### src/rtl/ahblite_busmatrix_outputstage.sv
// AHB-Lite bus matrix slave-side output stage: arbitrates three decoder ports onto one slave.
// Optional macro OUTPUTSTAGE_RR_ARB_EN selects round-robin arbitration instead of fixed priority.
module ahblite_busmatrix_outputstage #(
    parameter int unsigned HOLD_BURST = 1
) (
    input  logic        HCLK,
    input  logic        HRESET,
    input  logic        HSEL_P0,
    input  logic        HSEL_P1,
    input  logic        HSEL_P2,
    input  logic [31:0] HADDR_P0,
    input  logic [31:0] HADDR_P1,
    input  logic [31:0] HADDR_P2,
    input  logic [1:0]  HTRANS_P0,
    input  logic [1:0]  HTRANS_P1,
    input  logic [1:0]  HTRANS_P2,
    input  logic        HWRITE_P0,
    input  logic        HWRITE_P1,
    input  logic        HWRITE_P2,
    input  logic [2:0]  HSIZE_P0,
    input  logic [2:0]  HSIZE_P1,
    input  logic [2:0]  HSIZE_P2,
    input  logic [2:0]  HBURST_P0,
    input  logic [2:0]  HBURST_P1,
    input  logic [2:0]  HBURST_P2,
    input  logic [3:0]  HPROT_P0,
    input  logic [3:0]  HPROT_P1,
    input  logic [3:0]  HPROT_P2,
    input  logic [31:0] HWDATA_P0,
    input  logic [31:0] HWDATA_P1,
    input  logic [31:0] HWDATA_P2,
    output logic        ACTIVE_P0,
    output logic        ACTIVE_P1,
    output logic        ACTIVE_P2,
    output logic        HREADYOUT_P0,
    output logic        HREADYOUT_P1,
    output logic        HREADYOUT_P2,
    output logic [1:0]  HRESP_P0,
    output logic [1:0]  HRESP_P1,
    output logic [1:0]  HRESP_P2,
    output logic [31:0] HRDATA_P0,
    output logic [31:0] HRDATA_P1,
    output logic [31:0] HRDATA_P2,
    output logic        HSEL_O,
    output logic [31:0] HADDR_O,
    output logic [1:0]  HTRANS_O,
    output logic        HWRITE_O,
    output logic [2:0]  HSIZE_O,
    output logic [2:0]  HBURST_O,
    output logic [3:0]  HPROT_O,
    output logic [31:0] HWDATA_O,
    output logic        HREADY_O,
    input  logic        HREADYOUT_S,
    input  logic [1:0]  HRESP_S,
    input  logic [31:0] HRDATA_S
);
    localparam int unsigned NP = 3;
    localparam logic [1:0] SEL_NONE = 2'd3;
    localparam logic [1:0] TR_IDLE  = 2'b00;
    localparam logic [1:0] TR_BUSY  = 2'b01;
    localparam logic [1:0] TR_SEQ   = 2'b11;
    localparam logic [1:0] RESP_OK  = 2'b00;

    logic        hsel   [NP];
    logic [31:0] haddr  [NP];
    logic [1:0]  htrans [NP];
    logic        hwrite [NP];
    logic [2:0]  hsize  [NP];
    logic [2:0]  hburst [NP];
    logic [3:0]  hprot  [NP];
    logic [31:0] hwdata [NP];
    logic [NP-1:0] req;

    logic [1:0] addr_sel_q, data_sel_q, addr_sel, arb_pick, arb_next;
    logic       hold;
`ifdef OUTPUTSTAGE_RR_ARB_EN
    logic [1:0] rr_ptr;
`endif

    assign hsel   = '{HSEL_P0, HSEL_P1, HSEL_P2};
    assign haddr  = '{HADDR_P0, HADDR_P1, HADDR_P2};
    assign htrans = '{HTRANS_P0, HTRANS_P1, HTRANS_P2};
    assign hwrite = '{HWRITE_P0, HWRITE_P1, HWRITE_P2};
    assign hsize  = '{HSIZE_P0, HSIZE_P1, HSIZE_P2};
    assign hburst = '{HBURST_P0, HBURST_P1, HBURST_P2};
    assign hprot  = '{HPROT_P0, HPROT_P1, HPROT_P2};
    assign hwdata = '{HWDATA_P0, HWDATA_P1, HWDATA_P2};

    always_comb begin
        for (int i = 0; i < int'(NP); i++) req[i] = hsel[i] & htrans[i][1];
    end

    // Registered owner keeps the slave while it continues a burst (SEQ/BUSY)
    always_comb begin
        hold = 1'b0;
        if (HOLD_BURST != 0 && addr_sel_q != SEL_NONE) begin
            hold = hsel[addr_sel_q] &&
                   (htrans[addr_sel_q] == TR_SEQ || htrans[addr_sel_q] == TR_BUSY);
        end
    end

    always_comb begin
        arb_pick = SEL_NONE;
`ifdef OUTPUTSTAGE_RR_ARB_EN
        // Walk downward so the candidate closest to rr_ptr is the last one written
        for (int k = int'(NP) - 1; k >= 0; k--) begin
            if (req[2'((32'(rr_ptr) + 32'(k)) % 32'(NP))])
                arb_pick = 2'((32'(rr_ptr) + 32'(k)) % 32'(NP));
        end
`else
        if (req[0])      arb_pick = 2'd0;
        else if (req[1]) arb_pick = 2'd1;
        else if (req[2]) arb_pick = 2'd2;
`endif
        arb_next = hold ? addr_sel_q : arb_pick;
    end

    assign addr_sel = HRESET ? SEL_NONE : (HREADYOUT_S ? arb_next : addr_sel_q);

    // Address-phase mux toward the slave
    always_comb begin
        HSEL_O   = 1'b0;
        HADDR_O  = '0;
        HTRANS_O = TR_IDLE;
        HWRITE_O = 1'b0;
        HSIZE_O  = '0;
        HBURST_O = '0;
        HPROT_O  = '0;
        if (addr_sel != SEL_NONE) begin
            HSEL_O   = hsel[addr_sel];
            HADDR_O  = haddr[addr_sel];
            HTRANS_O = htrans[addr_sel];
            HWRITE_O = hwrite[addr_sel];
            HSIZE_O  = hsize[addr_sel];
            HBURST_O = hburst[addr_sel];
            HPROT_O  = hprot[addr_sel];
        end
    end

    always_ff @(posedge HCLK or posedge HRESET) begin
        if (HRESET) begin
            addr_sel_q <= SEL_NONE;
            data_sel_q <= SEL_NONE;
`ifdef OUTPUTSTAGE_RR_ARB_EN
            rr_ptr     <= 2'd0;
`endif
        end else begin
            addr_sel_q <= addr_sel;
            if (HREADYOUT_S) begin
                data_sel_q <= HTRANS_O[1] ? addr_sel : SEL_NONE;
`ifdef OUTPUTSTAGE_RR_ARB_EN
                if (!hold && arb_pick != SEL_NONE)
                    rr_ptr <= (arb_pick == 2'd2) ? 2'd0 : arb_pick + 2'd1;
`endif
            end
        end
    end

    assign HWDATA_O = (data_sel_q != SEL_NONE) ? hwdata[data_sel_q] : 32'd0;
    assign HREADY_O = HREADYOUT_S;

    assign ACTIVE_P0 = (addr_sel == 2'd0);
    assign ACTIVE_P1 = (addr_sel == 2'd1);
    assign ACTIVE_P2 = (addr_sel == 2'd2);

    assign HREADYOUT_P0 = (data_sel_q == 2'd0) ? HREADYOUT_S : 1'b1;
    assign HREADYOUT_P1 = (data_sel_q == 2'd1) ? HREADYOUT_S : 1'b1;
    assign HREADYOUT_P2 = (data_sel_q == 2'd2) ? HREADYOUT_S : 1'b1;

    assign HRESP_P0 = (data_sel_q == 2'd0) ? HRESP_S : RESP_OK;
    assign HRESP_P1 = (data_sel_q == 2'd1) ? HRESP_S : RESP_OK;
    assign HRESP_P2 = (data_sel_q == 2'd2) ? HRESP_S : RESP_OK;

    assign HRDATA_P0 = HRDATA_S;
    assign HRDATA_P1 = HRDATA_S;
    assign HRDATA_P2 = HRDATA_S;
endmodule
### config.mk
export PLATFORM = sky130hd
export DESIGN_NAME = ahblite_busmatrix_outputstage
export DESIGN_NICKNAME = d
export VERILOG_FILES = /design/src/rtl/ahblite_busmatrix_outputstage.sv
export SDC_FILE = /design/constraint.sdc
export NUM_CORES = 1
export LEC_CHECK = 0
export CAP_MARGIN = 5
export CORE_AREA = 2 2 179 181
export DETAILED_ROUTE_END_ITERATION = 8
export DIE_AREA = 0 0 181 183
export PLACE_DENSITY = 0.5
export SLEW_MARGIN = 40
export SYNTH_ARGS = -nofsm -noshare
export SYNTH_HDL_FRONTEND = slang
export SYNTH_SLANG_ARGS = --single-unit
export TNS_END_PERCENT = 30
### constraint.sdc
create_clock -name HCLK -period 7.7 [get_ports HCLK]
set_clock_uncertainty 0.15 [all_clocks]
set_input_delay 2.31 -clock HCLK [delete_from_list [all_inputs] [get_ports HCLK]]
set_output_delay 2.31 -clock HCLK [all_outputs]
set_load 0.02 [all_outputs]
**Word level (Yosys, flattened, before mapping)**

Cells that the tools add are included.

- Register bits: 4
- Bits in latches: 0
- Memory bits (writable): 0
- Memory bits (read-only): 0
- Bits of input ports: 271
- Logic and storage cells: 76
- Memories kept: 0

- Add/subtract/negate cells: 0
- $mul: 0
- Divide/modulo/power cells: 0
- $lt $le $gt $ge: 3
- Equal/unequal tests: 9
- Shift operators: 0
- Mux-type cells: 52
- Bitwise operators: 6
- Reduce and logical (&&, ||, !) cells: 4

Operators with widths:

| cell | count |
|---|---|
| two-way mux 32 bit | 6 |
| binary-select mux 32 bit (select 2 bit) | 2 |
| two-way mux 2 bit | 14 |
| two-way mux 3 bit | 6 |
| two-way mux 1 bit | 13 |
| binary-select mux 3 bit (select 2 bit) | 2 |
| two-way mux 4 bit | 3 |
| >= comparator 3 bit, second input constant | 3 |
| inverter 2 -> 3 bit | 3 |
| binary-select mux 2 bit (select 2 bit) | 2 |
| binary-select mux 4 bit (select 2 bit) | 1 |
| binary-select mux 1 bit (select 2 bit) | 3 |
| == test 2 x 1 -> 1 bit, second input constant | 3 |
| == test 2 bit, second input constant | 3 |
| != test 2 bit, second input constant | 3 |
| logical NOT 2 bit | 2 |
| AND 1 bit | 3 |
| logical AND 1 bit | 1 |
| logical OR 1 bit | 1 |

**Logic depth before layout (Yosys ltp)**

- Depth in word-level cells: 17
- Mapped depth: 9
- Gate-level depth less buffers: 5

**Worst setup path after synthesis**

Ideal clock, no wire load.

- Path kind: input to output
- From: input HSEL_P2
- To: output HADDR_O[0]
- Arrival: 3843 ps
- Required time: 5240 ps
- Slack: 1397 ps
- Cell stages on the path: 8
- Buffers on the path: 4
- Cell sequence: nand4b_4 > and2_1 > buf_6 > a311o_1 > buf_2 > buf_2 > buf_2 > o2bb2ai_1

- Longest elaborated chain between the ends: 13

Ends and longest elaborated chain:

| element | line | source |
|---|---|---|
| start, declared | 10 | `input logic HSEL_P2,` |
| binary-select mux 1 bit (select 2 bit) | 97 | `hold = hsel[addr_sel_q] &&` |
| two-way mux 1 bit (implied by the code) (2 in series) | 97 |  |
| logical AND 1 bit | 97 |  |
| two-way mux 1 bit | 96 | `if (HOLD_BURST != 0 && addr_sel_q != SEL_NONE) begin` |
| two-way mux 2 bit * | 115 | `arb_next = hold ? addr_sel_q : arb_pick;` |
| two-way mux 2 bit * (2 in series) | 118 | `assign addr_sel = HRESET ? SEL_NONE : (HREADYOUT_S ? arb_next : addr_sel_q);` |
| inverter 2 -> 3 bit (implied by the code) | 131 | `HADDR_O = haddr[addr_sel];` |
| binary-select mux 32 bit (select 2 bit) | 131 |  |
| two-way mux 32 bit (implied by the code) (2 in series) | 131 |  |
| two-way mux 32 bit * | 129 | `if (addr_sel != SEL_NONE) begin` |
| end, declared | 45 | `output logic [31:0] HADDR_O,` |

Mark *: on every way between the ends. The rest lies on a longest branch, timed or not. The select of a mux whose other input is x is not followed.

**Final worst setup path**

- From: input HSEL_P2
- To: output HADDR_O[21]

The elaborated chain is that of the path after synthesis.

==> results.cfg <==
[grt]
grt.total_usage = 0.109
grt_pass1_wl_um = 28900
grt_max_degree = 47
gr-total-overflow = 0
grt_pass1_vias = 4913
antenna_found_initial = 2

[floorplan]
core-area_sq_um = 31200
die_area_sq_um = 33100
initial_utilization = 0.117
dieWidth_um = 181
dieHeight_um = 183
core.rowCount = 65
io_pins = 458

[critical_path]
crit_path_cell_trace = clkdlybuf4s50_1 -> nand4b_4 -> and3_2 -> a311oi_1 -> buf_4 -> o2bb2ai_1 -> clkdlybuf4s50_1
cp_max_fo = 36
crit_type = in2out
timing.critical_path.mode_cell = clkdlybuf4s50_1
setup.worst_path.start_class = input pin
worstPathArrival_ps = 5080
cp_slowest_stage_delay_ps = 710
path_buf_inv = 3
worstSetupEndpointType = output port
cp_slowest_cell = and3_2
cp_top_family = buffers and inverters
crit_required_ps = 5240

[timing]
slew_viol_final = 0
post-route-period-util = 0.979
hold_ws_ps = 690
tns_ps = 0
hold_viol = 0
slew_headroom = 0.468
worst_slew_pin_slew_ps = 799
setup_viol = 0
clock.fmax_ghz = 0.133
min_period_ps = 7540
rsz0062_at_grt = no

[status]
status = finished clean

[clocking]
numCtsBuffers = 3
htreeDepth = 1
cts_resized = 0
cts_root_buffer = clkbuf_16
clock-sinks = 4
cts.reportedPaths.clkPinSlew_ps = 30
cts_tree = yes
clk_path_buf_depth = 2
cts_hold_buf = 0
insertion_delay_ps = 220
cts_setup_buffers = 0

[detailed_routing]
drt_iter0_drc = 150
wl_um = 19300
vias = 4744
viasPerCell = 4.36
route.detailed.drc = 0
wl_per_cell_um = 17.7
dr.pass1.iters = 4
antenna_left = 0

[synthesis]
synth-edff-count = 0
ys_async_sr_fraction = 1.00
ys_ff_latch = 4
syn-cell-area_sq_um = 3660
avgSynthCellArea_sq_um = 7.54
synth_flop_cell = dfstp_2
syn_inst = 486
ys_warn_count = 0
syn_nets = 757
ys_seq_area_frac = 0.0287
synth_cell_types = 38

[place]
gp_congestion = 0.795
dp_hpwl_um = 15400
port_buffers = 329

[power]
power_frac_clock = 0.138
comb_power_share = 0.810
power.density_nw_per_um2 = 85.9
power_switching_uw = 232
p_leak_nw = 2.42
switching_share = 0.396
p_seq_frac = 0.052
ir_worst_vdd_mv = 0.0452
internal_power_uw = 354

[hold_path]
hp-class = reg2reg

[finish]
fill_cells = 3489
fin_nets = 957
drive_above_1_share = 0.0687
area_growth_pct = 86.1

[run]
max_cap_violations = 0
==> worst register-to-register path: stages (launching register included) <==
cell      delay, ps
dfstp_2         630
nand4b_4        160
and2_1          240
a311o_2         420
buf_4           190
mux2_2          270
a31oi_1         170
==> logic make-up (layout without fill, tap and decap cells) <==
| kind of cell | count (synthesis) | in the layout | share of synthesized area |
|---|---|---|---|
| flip-flops | 4 | 4 | 0.0287 |
| AND/OR/NAND/NOR | 113 | 113 | 0.201 |
| multiplexers | 33 | 33 | 0.0905 |
| buffers and inverters | 158 | 356 | 0.275 |
| AO/OA/AOI/OAI | 178 | 178 | 0.404 |
| other | 0 | 2 | 0 |
==> Yosys cell counts (all sizes together), types with 2 or more instances <==
cell type  number  area [sq um]
nand4b          2          32.5
nand2b          2          12.5
and2            5          31.3
clkbuf         47           176
o21ai          32           160
and3            3          18.8
a311oi         44           385
a31oi           3          18.8
o211ai          3          22.5
nor3b           2          15.0
o2bb2ai        44           442
and4           43           377
nor3            2          10.0
dfstp           4           105
nor2            4          15.0
buf           108           821
inv             3          11.3
nand3           6          30.0
nand3b          2          15.0
mux2i          32           320
a22o           45           394
and3b           2          17.5
nand2          37           139
==> through the flow <==
| stage | power [mW] | util | std cells | setup slack [ps] | cell area, sq um |
|---|---|---|---|---|---|
| floorplan | 0.310 | - | 486 | 1400 | 3660 |
| global placement | 0.508 | 0.216 | 1083 | 258 | 6740 |
| detailed placement | 0.507 | 0.216 | 1083 | 210 | 6740 |
| CTS | 0.591 | 0.218 | 1086 | 169 | 6810 |
| global route | 0.624 | 0.218 | 1087 | 43.2 | 6810 |
| finish | 0.585 | 0.218 | 1088 | 165 | 6820 |
==> final cells by class <==
| cell class | count | area, sq um | area share |
|---|---|---|---|
| Inverter | 3 | 11.3 | 0.00165 |
| Multi-Input combinational cell | 324 | 2570 | 0.377 |
| Timing Repair Buffer | 350 | 3550 | 0.521 |
| Antenna cell | 2 | 5.00 | 0.000734 |
| Sequential cell | 4 | 105 | 0.0154 |
| Tap cell | 402 | 503 | 0.0738 |
| Clock buffer | 3 | 75.1 | 0.0110 |
==> layer usage <==
layer | part of all wire | vias up | global-route usage
met1 | 0.38 | 2178 | 0.127
met3 | 0.10 | 44 | 0.0314
li1 | - | 2232 | -
met5 | 0 | - | 0
met2 | 0.49 | 290 | 0.193
met4 | 0.022 | 0 | 0.0325
==> final timing paths <==
check	end	cells after the start	start	slack (ps)
worst max-delay path	HADDR_O[21]	7	HSEL_P2	160
worst min-delay path	data_sel_q[0]	2	data_sel_q[0]	690
worst max register to register	data_sel_q[1]	6	addr_sel_q[1]	5400
worst min register to register	data_sel_q[0]	2	data_sel_q[0]	690
max in group asynchronous	addr_sel_q[1]	3	HRESET	4780
min in group asynchronous	data_sel_q[1]	2	HRESET	2450
==> cells in the final DEF (no fill, tap or decap), types with 5 or more instances in the layout <==
master | synthesis | final
clkdlybuf4s50_1 | 0 | 328
and4_1 | 43 | 43
o2bb2ai_1 | 35 | 35
a22o_1 | 45 | 45
mux2i_1 | 32 | 32
nand2_1 | 37 | 36
o21ai_0 | 32 | 32
o2bb2ai_2 | 9 | 9
a311oi_1 | 44 | 44
buf_12 | 0 | 8
buf_4 | 97 | 14
nand3_1 | 6 | 5
==> power by group through the flow <==
stage          combinational [mW]  sequential [mW]  clock (mW)
2_1_floorplan               0.284           0.0256           0
3_3_place_gp                0.477           0.0309           0
3_5_place_dp                0.477           0.0308           0
4_1_cts                     0.479           0.0307      0.0817
5_1_grt                     0.508           0.0312      0.0841
6_report                    0.474           0.0304      0.0807
==> sequential cells by signal, indices dropped and copies added, names as in the netlist <==
register / count
addr_sel_q: 2
data_sel_q: 2
Power figures use the tool's default switching activity.
